==> src/rtl/cpu_pkg.sv <==
// Shared types and constants for the pipelined CPU front end.
package cpu_pkg;

    typedef enum logic {
        RUN  = 1'b0,
        HALT = 1'b1
    } state_t;

    localparam logic [31:0] NOP_INSTR        = 32'h0;
    localparam logic [31:0] DEFAULT_RESET_PC = 32'h0;

endpackage

==> src/rtl/counter.sv <==
// Free-running enabled up-counter that wraps to zero after all-ones.
module counter #(
    parameter int W = 32
) (
    input  logic         clk,
    input  logic         rst,
    input  logic         en,
    output logic [W-1:0] count
);

    always_ff @(posedge clk or posedge rst) begin
        if (rst)
            count <= '0;
        else if (en)
            count <= count + W'(1);
    end

endmodule

==> src/rtl/fetch_stage.sv <==
// Instruction-fetch front end: PC, next-PC select, IF/ID register,
// syscall halt/go control and performance counters.
//
// state | meaning
// RUN   | fetching; honours halt_req, redirect and stall
// HALT  | halted by syscall; PC and IF/ID frozen until go
module fetch_stage
    import cpu_pkg::*;
#(
    parameter int                ADDR_W   = 32,
    parameter int                ROM_AW   = 10,
    parameter logic [ADDR_W-1:0] RESET_PC = ADDR_W'(DEFAULT_RESET_PC),
    parameter int                CNT_W    = 32
) (
    input  logic              clk,
    input  logic              rst,
    input  logic              go,
    input  logic              stall,
    input  logic              redirect,
    input  logic              redirect_cond,
    input  logic [ADDR_W-1:0] redirect_pc,
    input  logic              halt_req,
    input  logic [31:0]       rom_data_out,
    output logic [ROM_AW-1:0] rom_addr,
    output logic [31:0]       ifid_instr,
    output logic [ADDR_W-1:0] ifid_pc4,
    output logic              ifid_valid,
    output logic              halted,
    output logic [CNT_W-1:0]  total_cycles,
    output logic [CNT_W-1:0]  condi_branch_num,
    output logic [CNT_W-1:0]  uncondi_branch_num,
    output logic [CNT_W-1:0]  stall_cycles
);

    state_t            state, state_nx;
    logic [ADDR_W-1:0] pc, pc_nx;
    logic [ADDR_W-1:0] pc_plus4;
    logic [ADDR_W-1:0] target_pc;
    logic [31:0]       instr_nx;
    logic [ADDR_W-1:0] pc4_nx;
    logic              valid_nx;
    logic              run;

    assign pc_plus4  = pc + ADDR_W'(4);
    // Low two bits of the target are dropped by masking so every bit is used.
    assign target_pc = redirect_pc & ~ADDR_W'(3);
    assign rom_addr  = pc[ROM_AW+1:2];
    assign run       = (state == RUN);
    assign halted    = (state == HALT);

    always_ff @(posedge clk or posedge rst) begin
        if (rst) begin
            state      <= RUN;
            pc         <= RESET_PC;
            ifid_instr <= NOP_INSTR;
            ifid_pc4   <= '0;
            ifid_valid <= 1'b0;
        end else begin
            state      <= state_nx;
            pc         <= pc_nx;
            ifid_instr <= instr_nx;
            ifid_pc4   <= pc4_nx;
            ifid_valid <= valid_nx;
        end
    end

    always_comb begin
        state_nx = state;
        pc_nx    = pc;
        instr_nx = ifid_instr;
        pc4_nx   = ifid_pc4;
        valid_nx = ifid_valid;
        case (state)
            RUN: begin
                if (halt_req) begin
                    pc_nx    = target_pc;
                    instr_nx = NOP_INSTR;
                    valid_nx = 1'b0;
                    state_nx = HALT;
                end else if (redirect) begin
                    pc_nx    = target_pc;
                    instr_nx = NOP_INSTR;
                    valid_nx = 1'b0;
                end else if (!stall) begin
                    pc_nx    = pc_plus4;
                    instr_nx = rom_data_out;
                    pc4_nx   = pc_plus4;
                    valid_nx = 1'b1;
                end
            end
            HALT: begin
                valid_nx = 1'b0;
                if (go)
                    state_nx = RUN;
            end
            default: state_nx = RUN;
        endcase
    end

    counter #(.W(CNT_W)) u_total_cnt (
        .clk   (clk),
        .rst   (rst),
        .en    (run),
        .count (total_cycles)
    );

    counter #(.W(CNT_W)) u_condi_cnt (
        .clk   (clk),
        .rst   (rst),
        .en    (run && redirect && redirect_cond && !halt_req),
        .count (condi_branch_num)
    );

    counter #(.W(CNT_W)) u_uncondi_cnt (
        .clk   (clk),
        .rst   (rst),
        .en    (run && redirect && !redirect_cond && !halt_req),
        .count (uncondi_branch_num)
    );

    counter #(.W(CNT_W)) u_stall_cnt (
        .clk   (clk),
        .rst   (rst),
        .en    (run && stall && !redirect && !halt_req),
        .count (stall_cycles)
    );

endmodule

==> config.mk <==
export PLATFORM = sky130hd
export DESIGN_NAME = fetch_stage
export DESIGN_NICKNAME = d
export VERILOG_FILES = /design/src/rtl/cpu_pkg.sv /design/src/rtl/counter.sv /design/src/rtl/fetch_stage.sv
export SDC_FILE = /design/constraint.sdc
export NUM_CORES = 1
export LEC_CHECK = 0
export CORE_MARGIN = 5
export CORE_UTILIZATION = 39
export CTS_BUF_LIST = sky130_fd_sc_hd__clkbuf_8
export CTS_CLUSTER_SIZE = 24
export DETAILED_ROUTE_END_ITERATION = 6
export GPL_TIMING_DRIVEN = 0
export PLACE_DENSITY = 0.67
export RECOVER_POWER = 100
export REMOVE_ABC_BUFFERS = 1
export SLEW_MARGIN = 20
export SYNTH_ARGS = -nofsm -noshare
export SYNTH_HDL_FRONTEND = slang
export SYNTH_SLANG_ARGS = --single-unit
==> constraint.sdc <==
create_clock -name clk -period 17.5 [get_ports clk]
set_input_delay 3.5 -clock clk [delete_from_list [all_inputs] [get_ports clk]]
set_output_delay 3.5 -clock clk [all_outputs]
set_load 0.005 [all_outputs]
==> results.sh, run 1 <==
export IMPL_status="finished with violations"
export IMPL_cts_resized=0
export IMPL_synth_compound_area_share_pct=8.55
export IMPL_rsz0062_at_grt="no"
export IMPL_critical_path_class="in2async"
export IMPL_final_setup_tns_ns=0
export IMPL_vias=8213
export IMPL_final_cell_mix="222 x dfrtp_1, 205 x dlygate4sd3_1, 111 x nand2_1"
export IMPL_seq_area_sq_um=5560
export IMPL_finalHoldViolCount=0
export IMPL_ys_ff_latch=222
export IMPL_leakage_uw=0.00647
export IMPL_async_reset_ff_share_pct=100
export IMPL_syn_inst=942
export IMPL_cts_max_path_buffers=3
export IMPL_antenna_found_initial=0
export IMPL_synth_distinct_cells=58
export IMPL_ioPinCount=275
export IMPL_gp_congestion=0.805
export IMPL_diodes=0
export IMPL_cp_max_fo=84
export IMPL_grt_overflow_total=0
export IMPL_synth_top_family_by_area="simple AND/OR/NAND/NOR gates"
export IMPL_die_x_um=172
export IMPL_rows=59
export IMPL_grt_util_met3_pct=6.15
export IMPL_grt_pass1_wl_mm=44.2
export IMPL_crit_path_end_kind="asynchronous set/reset pin"
export IMPL_antenna_left=0
export IMPL_cp_required_ns=17.12
export IMPL_grt_max_degree=85
export IMPL_violations="capacitance limit, slew limit"
export IMPL_post_cts_buffers=0
export IMPL_drt_total_wl_mm=27.6
export IMPL_clk_latency_ns=0.53
export IMPL_yosys_warnings=0
export IMPL_vias_per_cell=5.20
export IMPL_post_route_period_util_pct=53.3
export IMPL_start_util_pct=39.5
export IMPL_tightest_slew_ns=4.32
export IMPL_vdd_drop_max_mv=0.0569
export IMPL_cts_buffers=41
export IMPL_hold_ws_ns=0.467
export IMPL_grt_pass1_vias=8232
export IMPL_place_hpwl_mm=19.7
export IMPL_drc_errors=0
export IMPL_firstDrtPassIters=5
export IMPL_fin_skew_ns=0.0136
export IMPL_grt_usage_pct=18.4
export IMPL_arrival_ns=8.95
export IMPL_clock_root_buffer="clkbuf_8"
export IMPL_cts_tree="yes"
export IMPL_syn_area_sq_um=10300
export IMPL_hold_class="reg2reg"
export IMPL_cts_sinks=222
export IMPL_finalMaxSlewViolations=254
export IMPL_drive_above_1_share_pct=5.87
export IMPL_fmax_mhz=107
export IMPL_synth_xor_area_share_pct=12.2
export IMPL_grtUsageMet1_pct=24.8
export IMPL_top_usage_layer="met2"
export IMPL_slew_headroom_pct=-188
export IMPL_cts_hold_buf=0
export IMPL_clk_pin_slew_ns=0.05
export IMPL_powerDensity_nw_per_um2=103
export IMPL_fin_crit_ns=9.33
export IMPL_wl_per_cell_um=17.5
export IMPL_mostFrequentLayoutCell="dfrtp_1"
export IMPL_yosysSeqAreaShare_pct=54.1
export IMPL_area_growth_pct=35.1
export IMPL_yosys_area_share_simple_pct=21.1
export IMPL_die_y_um=172
export IMPL_yosys_area_share_adder_pct=0.610
export IMPL_avgSynthCellArea_sq_um=10.9
export IMPL_core_sq_um=26000
export IMPL_fin_nets=1288
export IMPL_fillers=2332
export IMPL_die_area_sq_um=29700
export IMPL_multi_input_area_sq_um=4300
export IMPL_drtIter0Drc=427
export IMPL_synth_main_ff_cell="dfrtp_1"
export IMPL_met2_usage_pct=28.6
export IMPL_cts_htree_levels=2
export IMPL_cp_start_kind="input port"
export IMPL_finalSetupViolations=0
export IMPL_synth_mux_area_share_pct=0.536
export IMPL_io_buffers=270
export IMPL_synth_edf_count=0
export IMPL_drv_cap=5
==> path summary, 6_finish.rpt <==
| kind | from | cells past startpoint | slack (ns) | endpoint |
|---|---|---|---|---|
| min in group asynchronous | rst | 2 | 4.27 | u_stall_cnt.count[6]$_DFFE_PP0P_ |
| setup / recovery | rst | 3 | 8.17 | ifid_pc4[8]$_DFFE_PP0P_ |
| max in group clk | halt_req | 7 | 9.29 | pc[17]$_DFFE_PP0P_ |
| hold / removal | u_condi_cnt.count[31]$_DFFE_PP0P_ | 1 | 0.47 | u_condi_cnt.count[31]$_DFFE_PP0P_ |
| setup reg to reg | halted$_DFF_PP0_ | 5 | 14.22 | u_uncondi_cnt.count[26]$_DFFE_PP0P_ |
| hold reg to reg | u_condi_cnt.count[31]$_DFFE_PP0P_ | 1 | 0.47 | u_condi_cnt.count[31]$_DFFE_PP0P_ |
==> power breakdown <==
group	leakage [uW]	switching [uW]	internal, uW
registers	0.00294	81.3	583
logic	0.00305	122	151
clock network	0.000485	215	275
==> Yosys cell counts, types with 4 or more instances <==
library cell / n / area [sq um]
a21o_1: 5 / 37.5
and2_1: 8 / 50.1
and4_1: 26 / 228
dfrtp_1: 222 / 5560
a221o_1: 4 / 40.0
a31oi_1: 4 / 25.0
a2bb2oi_1: 6 / 52.6
nand3b_1: 4 / 30.0
buf_1: 4 / 15.0
xor2_1: 33 / 289
o21ai_0: 25 / 125
nand3_1: 72 / 360
and3_1: 32 / 200
a211o_1: 4 / 35.0
o22ai_1: 8 / 50.1
ha_1: 5 / 62.6
a21oi_1: 28 / 140
clkbuf_1: 23 / 86.3
nor2_1: 38 / 143
buf_4: 18 / 135
nor4_2: 4 / 50.1
buf_2: 7 / 35.0
mux2_2: 4 / 45.0
or2_2: 4 / 25.0
or3_1: 5 / 31.3
nor3_1: 10 / 50.1
xnor2_1: 110 / 963
nand4_1: 35 / 219
a22o_1: 33 / 289
nor4_1: 5 / 31.3
nor3_2: 5 / 50.1
nand2_1: 111 / 417
==> through the flow <==
step | std cells | util, % | instance area [sq um] | power (uW) | setup slack (ns)
6_report | 1578 | 53.4 | 13900 | 1430 | 8.17
2_1_floorplan | 889 | - | 9980 | 780 | 7.92
3_5_place_dp | 1504 | 51.3 | 13300 | 982 | 11.29
4_1_cts | 1578 | 54.5 | 14200 | 1480 | 11.75
5_1_grt | 1578 | 53.4 | 13900 | 1510 | 6.76
3_3_place_gp | 1494 | 50.4 | 13100 | 970 | 4.76
==> logic make-up (layout without fill, tap and decap cells) <==
| family | Yosys count | after routing |
|---|---|---|
| AND/OR/NAND/NOR | 382 | 382 |
| flip-flops | 222 | 222 |
| XOR/XNOR | 143 | 143 |
| AO/OA/AOI/OAI | 127 | 127 |
| buffers and inverters | 57 | 357 |
| adder cells (fa/ha/maj) | 5 | 5 |
| multiplexers | 5 | 5 |
| other | 1 | 2 |
==> flip-flops by register name, summed over array words and instances, names as in the netlist <==
register,count
halted,1
ifid_instr,32
ifid_pc4,30
ifid_valid,1
pc,30
u_condi_cnt.count,32
u_stall_cnt.count,32
u_total_cnt.count,32
u_uncondi_cnt.count,32
==> per-layer routing <==
| layer | vias to the layer above | routed length [um] |
|---|---|---|
| li1 | 3902 | - |
| met1 | 3984 | 12000 |
| met2 | 282 | 12600 |
| met3 | 45 | 2460 |
| met4 | 0 | 612 |
| met5 | - | 0 |
==> area by class of cell <==
cell class,instances,area share (%)
sequential,222,40.1
multi-input combinational,664,31.0
timing repair buffer,280,19.8
clock buffer,54,5.36
tap,335,3.02
clock inverter,20,0.596
inverter,3,0.0902
==> critical path: stages <==
cell           delay [ns]
dlygate4sd3_1        0.56
clkinvlp_2           1.65
clkbuf_1             3.13
No activity file was read; power rests on OpenSTA's default activity.
==> run 2, diff against run 1 <==
==> constraint.sdc (replaced) <==
create_clock -name clk -period 9.63 [get_ports clk]
set_input_delay 1.926 -clock clk [delete_from_list [all_inputs] [get_ports clk]]
set_output_delay 1.926 -clock clk [all_outputs]
set_load 0.005 [all_outputs]
==> run 2 against run 1 <==
  * The run still ends with capacitance limit, slew limit left
  * Clock skew fell by 0.00065 ns
  * Sequential power increased by 82%
  * Die area unchanged
  * Sequential share of layout area is 0.18 points lower
==> results.sh, run 2 (synthesis results as in run 1) <==
export IMPL_ioPinCount=275
export IMPL_fin_skew_ns=0.0130
export IMPL_grt_pass1_vias=8232
export IMPL_grt_usage_pct=18.4
export IMPL_finalHoldViolCount=0
export IMPL_grt_pass1_wl_mm=44.2
export IMPL_grt_overflow_total=0
export IMPL_fin_nets=1288
export IMPL_clock_root_buffer="clkbuf_8"
export IMPL_cts_htree_levels=2
export IMPL_critical_path_class="in2reg"
export IMPL_fmax_mhz=173
export IMPL_slew_headroom_pct=-109
export IMPL_final_setup_tns_ns=0
export IMPL_finalSetupViolations=0
export IMPL_fin_area_sq_um=13900
export IMPL_cts_sinks=222
export IMPL_cts_buffers=41
export IMPL_wl_per_cell_um=17.6
export IMPL_cp_start_kind="input port"
export IMPL_finalMaxSlewViolations=91
export IMPL_place_hpwl_mm=19.7
export IMPL_gp_congestion=0.805
export IMPL_die_area_sq_um=29700
export IMPL_fin_crit_ns=5.78
export IMPL_drv_cap=3
export IMPL_die_x_um=172
export IMPL_diodes=0
export IMPL_cp_max_fo=32
export IMPL_drt_total_wl_mm=27.7
export IMPL_vdd_drop_max_mv=0.103
export IMPL_placed_cells=1504
export IMPL_area_growth_pct=35.7
export IMPL_grt_max_degree=85
export IMPL_power_uw=2600
export IMPL_placedInstanceArea_sq_um=13300
export IMPL_vias=8179
export IMPL_cts_hold_buf=0
export IMPL_arrival_ns=6.09
export IMPL_cts_resized=0
export IMPL_antenna_left=0
export IMPL_post_route_period_util_pct=60.0
export IMPL_cts_tree="yes"
export IMPL_violations="capacitance limit, slew limit"
export IMPL_core_sq_um=26000
export IMPL_rows=59
export IMPL_hold_class="reg2reg"
export IMPL_die_y_um=172
export IMPL_cts_max_path_buffers=3
export IMPL_antenna_found_initial=0
export IMPL_status="finished with violations"
export IMPL_stdcell_count=1578
export IMPL_crit_path_end_kind="flip-flop"
export IMPL_clk_pin_slew_ns=0.05
export IMPL_rsz0062_at_grt="no"
export IMPL_drc_errors=0
export IMPL_post_cts_buffers=0
export IMPL_io_buffers=270
export IMPL_leakage_uw=0.00650
export IMPL_tightest_slew_ns=3.12
export IMPL_mostFrequentLayoutCell="dfrtp_1"
export IMPL_drive_above_1_share_pct=6.11
export IMPL_firstDrtPassIters=5
export IMPL_final_cell_mix="222 x dfrtp_1, 205 x dlygate4sd3_1, 111 x nand2_1"
export IMPL_fin_util_pct=53.6
export IMPL_powerDensity_nw_per_um2=187
export IMPL_drtIter0Drc=458
export IMPL_cp_required_ns=9.94
export IMPL_vias_per_cell=5.18
export IMPL_start_util_pct=39.5
export IMPL_clk_latency_ns=0.53
-- run 2: cell count changes in the layout (fill, tap and decap cells not counted), sizes merged --
| cell | before | now |
|---|---|---|
| buf | 2 | 5 |
| clkbuf | 62 | 59 |
-- run 2: critical path, cell delays in order --
cell and delay (ns):
dlygate4sd3_1 0.64, nor2_1 1.06, clkbuf_1 1.00, a21o_1 0.89, buf_12 0.28, a21oi_1 0.07, a2bb2oi_1 0.19
-- run 2: per-stage QoR --
step | setup WS [ns] | hold slack, ns
floorplan | 1.63 | 0.468
global placement | -1.54 | 0.461
detailed placement | 4.99 | 0.465
CTS | 5.45 | 0.473
global route | 3.55 | 0.487
finish | 3.85 | 0.467
-- run 2: final timing paths --
kind,startpoint,end,slack (ns),cells past startpoint
max,halt_req,pc[17]$_DFFE_PP0P_,3.85,7
min,u_condi_cnt.count[31]$_DFFE_PP0P_,u_condi_cnt.count[31]$_DFFE_PP0P_,0.47,1
max reg2reg,halted$_DFF_PP0_,u_uncondi_cnt.count[26]$_DFFE_PP0P_,6.33,5
min reg2reg,u_condi_cnt.count[31]$_DFFE_PP0P_,u_condi_cnt.count[31]$_DFFE_PP0P_,0.47,1
max in group asynchronous,rst,pc[10]$_DFFE_PP0P_,5.45,2
min in group asynchronous,rst,u_stall_cnt.count[6]$_DFFE_PP0P_,2.76,2
-- run 2: final cells by class --
type	count	area, sq um
fill	2322	12100
sequential	222	5560
multi-input combinational	664	4300
timing repair buffer	280	2820
clock buffer	54	743
tap	335	419
clock inverter	20	82.6
inverter	3	12.5
-- run 2: metal layers --
layer	share of wire, %	track usage [%]
met1	44	24.8
met2	45	28.6
met3	9.0	6.15
met4	2.2	5.16
met5	0	0
-- run 2: power breakdown --
part	switching, uW	internal (uW)
Clock	392	499
Combinational	223	280
Sequential	148	1060
Total	763	1840
